### config.mk
export PLATFORM = sky130hd
export DESIGN_NAME = handwash_valve_controller
export DESIGN_NICKNAME = d
export VERILOG_FILES = /design/src/rtl/handwash_valve_controller.sv
export SDC_FILE = /design/constraint.sdc
export NUM_CORES = 1
export LEC_CHECK = 0
export CAP_MARGIN = 20
export CORE_UTILIZATION = 60
export DETAILED_ROUTE_END_ITERATION = 12
export PLACE_DENSITY = 0.85
export SLEW_MARGIN = 20
export SYNTH_ARGS = -nofsm -noshare
export SYNTH_HDL_FRONTEND = slang
export SYNTH_SLANG_ARGS = --single-unit
### constraint.sdc
create_clock -name clk -period 8.8 [get_ports clk]
set_input_delay 0.88 -clock clk [delete_from_list [all_inputs] [get_ports clk]]
set_output_delay 0.88 -clock clk [all_outputs]
set_load 0.005 [all_outputs]
### src/rtl/handwash_valve_controller.sv
// Drives the handwash water valve from the sensor stage's waterOn request.
// Debounces the request, holds water briefly after release, caps run time and locks out re-arming.
module handwash_valve_controller #(
  parameter int ON_DEBOUNCE = 50000,
  parameter int OFF_HOLD    = 5000000,
  parameter int MAX_ON      = 600000000,
  parameter int LOCKOUT     = 20000000,
  parameter int CNT_W       = 32
) (
  input  logic        clk,
  input  logic        reset,
  input  logic        waterOn,
  input  logic        enable,
  output logic        valveOpen,
  output logic        timeoutPulse,
  output logic [15:0] washCount,
  output logic [2:0]  state
);

  localparam logic [2:0] S_IDLE    = 3'd0;
  localparam logic [2:0] S_ARM     = 3'd1;
  localparam logic [2:0] S_OPEN    = 3'd2;
  localparam logic [2:0] S_HOLD    = 3'd3;
  localparam logic [2:0] S_LOCKOUT = 3'd4;

  localparam logic [CNT_W-1:0] CNT_ONE   = CNT_W'(1);
  localparam logic [CNT_W-1:0] DEB_LAST  = CNT_W'(ON_DEBOUNCE - 1);
  localparam logic [CNT_W-1:0] HOLD_LAST = CNT_W'(OFF_HOLD - 1);
  localparam logic [CNT_W-1:0] RUN_LAST  = CNT_W'(MAX_ON - 1);
  localparam logic [CNT_W-1:0] LOCK_DONE = CNT_W'(LOCKOUT);

  // phase_cnt is shared: debounce samples in ARM, low samples in HOLD, elapsed cycles in LOCKOUT.
  logic [CNT_W-1:0] phase_cnt;
  logic [CNT_W-1:0] run_cnt;
  logic             hold_expired;

  function automatic logic [15:0] sat_inc(input logic [15:0] v);
    return (v == 16'hFFFF) ? v : v + 16'd1;
  endfunction

  // In OPEN the current low sample is the first one, so only OFF_HOLD == 1 expires there.
  assign hold_expired = (state == S_HOLD && phase_cnt == HOLD_LAST) ||
                        (state == S_OPEN && OFF_HOLD == 1);

  always_ff @(posedge clk) begin
    if (reset) begin
      state        <= S_IDLE;
      valveOpen    <= 1'b0;
      timeoutPulse <= 1'b0;
      washCount    <= '0;
      phase_cnt    <= '0;
      run_cnt      <= '0;
    end else begin
      // NOTE: non-blocking default here; any later assignment in this block wins for this edge.
      timeoutPulse <= 1'b0;
      if (!enable) begin
        state     <= S_IDLE;
        valveOpen <= 1'b0;
        phase_cnt <= '0;
        run_cnt   <= '0;
      end else begin
        case (state)
          S_IDLE: begin
            if (waterOn) begin
              run_cnt <= '0;
              if (ON_DEBOUNCE == 1) begin
                state     <= S_OPEN;
                valveOpen <= 1'b1;
                phase_cnt <= '0;
              end else begin
                state     <= S_ARM;
                phase_cnt <= CNT_ONE;
              end
            end
          end

          S_ARM: begin
            if (!waterOn) begin
              state     <= S_IDLE;
              phase_cnt <= '0;
            end else if (phase_cnt == DEB_LAST) begin
              state     <= S_OPEN;
              valveOpen <= 1'b1;
              phase_cnt <= '0;
              run_cnt   <= '0;
            end else begin
              phase_cnt <= phase_cnt + CNT_ONE;
            end
          end

          S_OPEN, S_HOLD: begin
            if (run_cnt == RUN_LAST) begin
              // Timeout wins over a coincident hold expiry.
              state        <= S_LOCKOUT;
              valveOpen    <= 1'b0;
              timeoutPulse <= 1'b1;
              washCount    <= sat_inc(washCount);
              phase_cnt    <= '0;
              run_cnt      <= '0;
            end else if (waterOn) begin
              state     <= S_OPEN;
              phase_cnt <= '0;
              run_cnt   <= run_cnt + CNT_ONE;
            end else if (hold_expired) begin
              state     <= S_LOCKOUT;
              valveOpen <= 1'b0;
              washCount <= sat_inc(washCount);
              phase_cnt <= '0;
              run_cnt   <= '0;
            end else begin
              state     <= S_HOLD;
              phase_cnt <= (state == S_OPEN) ? CNT_ONE : phase_cnt + CNT_ONE;
              run_cnt   <= run_cnt + CNT_ONE;
            end
          end

          S_LOCKOUT: begin
            // A request still present after the lockout keeps us here until it drops.
            if (phase_cnt == LOCK_DONE) begin
              if (!waterOn) begin
                state     <= S_IDLE;
                phase_cnt <= '0;
              end
            end else begin
              phase_cnt <= phase_cnt + CNT_ONE;
            end
          end

          default: begin
            state     <= S_IDLE;
            valveOpen <= 1'b0;
            phase_cnt <= '0;
            run_cnt   <= '0;
          end
        endcase
      end
    end
  end

endmodule
==> summary.md <==
| Metric | Value |
|---|---|
| Post-CTS Hold Buffers | 0 |
| Final setup fails | 0 |
| P&R area growth vs syn | 9.81% |
| Max transition margin | 38.2% |
| Synth Area per Inst | slightly above 8 um2 |
| Setup ws final | ~5.4 ns |
| Final wirelength | roughly 11000 um |
| Gpl congestion | 0.930 |
| Clock Sinks | 85 |
| Yosys top cell area share | a little over a third |
| Leak Pwr | about 1.5 nW |
| Worst Hold Launch | phase_cnt[31] |
| Placed cell count | 679 |
| Total global-route track usage | approximately 28% |
| Critical Path RT | around 9 ns |
| R2R setup slack | 5.42 ns |
| Nets | 599 |
| Pin count of the biggest net entering global routing | 28 |
| Reg2reg start | phase_cnt[10] |
| Fin. Hold Viols | 0 |
| Port bufs | 24 |
| Internal | between 0.0005 and 0.0006 W |
| Synth Register Bits | 85 |
| Fin Clk Skew | 0.00943 ns |
| Synth Area in Simple Gates | roughly a third |
| Starting Density | 63.3% |
| Flop pwr share | 58.1% |
| Post-synth EDFFs | 0 |
| CP Launch Type | flip-flop |
| DIE AREA | 8140 um2 |
| Setup TNS | 0 ns |
| Drt first-iter violations | about 360 |
| Sequential fraction of the synthesis area | a little over a third |
| Die width | 90.2 um |
| Post-CTS setup buffers | 0 |
| DR WL/cell | around 16 um |
| Hold Path Stages | 2 |
| Worst-margin pin slew | approximately 0.92 ns |
| Post-synthesis xor/xnor area fraction | about 4.5% |
| Pre-CTS WS | 5.18 ns |
| Fmax | 295 MHz |
| # rows | 31 |
| I/O pin cnt | 25 |
| Die Ht | roughly 90 um |
| Synth Area in Adders | under 10% |
| Clock transition at path regs | around 0.080 ns |
| Setup crit end kind | flip-flop |
| Unrepaired setup endpoints after global routing | no |
| CTS root buffer | clkbuf_8 |
| Ratio of final minimum period to clock period | 38.5% |
| WHS Endpoint | phase_cnt[31] |
| Reg2Reg Depth | 6 |
| Drt drc | 0 |
| Hold crit path type | reg -> reg |
| Cts repair resizes | 0 |
| Predominant post-synthesis flop cell | dfxtp_1 |
| Syn nets | roughly 590 |
| Pwr/cell area | around 130 nW/um2 |
| Total number of vias | around 4500 |
| ANT cells | 0 |
| Drt pass-1 iters | 5 |
| Run status | completed |
| Max H-tree Level | 3 |
| First-pass GRT wire length | ~19000 um |
| Cell Count, Final, Fillers Out | around 700 |
| Final HPWL DP | roughly 7500 um |
| Share of layout cells above drive strength 1 | roughly 6.2% |
| Worst-skew pair later-pin latency | approximately 0.35 ns |
| Sw power | 0.000156 W |
| Main combinational cell family by area after synthesis | simple AND/OR/NAND/NOR gates |
| Slew Limit Fails | 0 |
| Synth warn | 0 |
| Sw frac | 23.5% |
| Logic pwr share | approximately 3.5% |
| Core area | 7370 um2 |
| Max Fanout on Critical Path | 11 |
| Ys async rst share | 0% |
| Overflow after GRT | 0 |
| Yosys top cell by area | dfxtp_1 |
| Clock tree buffer depth | 2 |
| Post-Syn Area | around 4700 um2 |
| Max-cap violation count | 0 |
| Synth cell types | 57 |
| Vias in the first global route | 4138 |
| TritonCTS clock tree | built |
| Clock network power share | between 30% and 40% |
| Vias/cell | approximately 6.4 |
| Critical path type | reg -> reg |
| Initial antenna violation count | 0 |
| Final min period | roughly 3.4 ns |
| Post-synthesis mux area share | between 1 and 1.5% |
| Synth Instances | between 500 and 600 |
| DRT antenna net count | 0 |
| VDD IR-drop max | approximately 77 uV |
| Synth area leaders | dfxtp_1 36%, a21oi_1 5.7%, nand2_1 4.2% |
| Compound-Gate Fraction of Synth Area | between 20% and 30% |
| CTS Buf Count | 9 |
| Crit path DAT | 3.62 ns |
| Reg2reg end | phase_cnt[2] |
## layout by cell type (no fill, tap or decap), drive strengths merged, types with 11 or more instances in the layout
cell / synthesis / layout
xnor2: 13 / 13
and2: 12 / 12
or3: 26 / 26
o31ai: 11 / 11
nor4: 13 / 13
or4: 14 / 14
dfxtp: 85 / 85
and3: 12 / 12
nor2: 45 / 45
xor2: 11 / 11
nand2: 52 / 52
o21ai: 39 / 39
clkdlybuf4s50: 0 / 24
nand4: 18 / 18
inv: 13 / 13
a21oi: 53 / 53
clkbuf: 20 / 13
nand3: 31 / 31
## metrics by stage
stage | hold WS, ns | area (um2) | power (W) | util, %
global placement | 0.464 | 4950 | 0.000417 | 67.1
finish | 0.485 | 5120 | 0.000665 | 69.5
global route | 0.522 | 5120 | 0.000687 | 69.5
floorplan | 0.446 | 4670 | 0.000411 | -
detailed placement | 0.477 | 4950 | 0.000418 | 67.1
CTS | 0.488 | 5120 | 0.000668 | 69.5
## synth_stat cells, drive strengths merged, types with 2 or more instances
master / count
nand3: 31
buf: 5
and2: 12
xnor2: 13
o2111ai: 4
a31oi: 2
nor3: 10
inv: 13
a221o: 10
or4b: 3
a31o: 4
o31ai: 11
or4bb: 2
nand2: 52
and3: 12
o311ai: 2
mux2: 4
or2: 3
nand2b: 5
nor4b: 4
a2111oi: 2
o21ai: 39
a21oi: 53
o211ai: 8
mux2i: 2
nand3b: 3
or4: 14
nor2: 45
and4: 9
dfxtp: 85
nor4: 13
ha: 4
xor2: 11
a211oi: 6
clkbuf: 20
nor2b: 9
nand4: 18
or3: 26
## cells by family after synthesis
| kind of cell | count (synthesis) |
|---|---|
| flops | 85 |
| mux | 6 |
| compound gates | 150 |
| xor+xnor | 24 |
| simple gates | 272 |
| buf+inv | 38 |
| fa+ha+maj | 4 |
## layer usage
metal / wire (um) / vias up / GRT usage [%]
met2: 5130 / 138 / 46.1
met3: 587 / 23 / 3.55
met5: 0 / - / 0
met4: 177 / 0 / 10.1
li1: - / 2195 / -
met1: 5050 / 2107 / 37.1
## final cells by class
type / instances / area, um2
Clock buffer: 13 / 159
Clock inverter: 3 / 20.0
Fill cell: 609 / 2240
Inverter: 13 / 48.8
Multi-Input combinational cell: 456 / 2820
Sequential cell: 85 / 1700
Tap cell: 99 / 124
Timing Repair Buffer: 26 / 255
## worst max path at each step
stage	startpoint	end	slack, ns
global placement	waterOn	phase_cnt[2]	5.24
global route	waterOn	phase_cnt[2]	5.16
detailed placement	waterOn	phase_cnt[5]	5.18
CTS	waterOn	phase_cnt[2]	5.47
finish	phase_cnt[10]	phase_cnt[2]	5.42
floorplan	phase_cnt[18]	run_cnt[17]	6.06
## sequential cells by signal (all words and copies together) (netlist names)
signal	cells
state	3
valveOpen	1
washCount	16
timeoutPulse	1
run_cnt	32
phase_cnt	32
## power by group through the flow
| stage | clock network (W) | registers (W) | logic (W) |
|---|---|---|---|
| 2_1_floorplan | 0 | 0.000395 | 0.0000164 |
| 3_3_place_gp | 0 | 0.000395 | 0.0000221 |
| 3_5_place_dp | 0 | 0.000395 | 0.0000226 |
| 4_1_cts | 0.000259 | 0.000386 | 0.0000227 |
| 5_1_grt | 0.000276 | 0.000386 | 0.0000250 |
| 6_report | 0.000256 | 0.000386 | 0.0000229 |
## worst max-delay path, cell delays in order (launching register included)
cell and delay (ns):
dfxtp_1 0.47, or4b_2 0.63, nor3_1 0.25, nand4_1 0.21
a31oi_1 0.75, a21oi_1 0.47, a311o_1 0.48
Note: power is estimated with default switching activity, not from simulation.
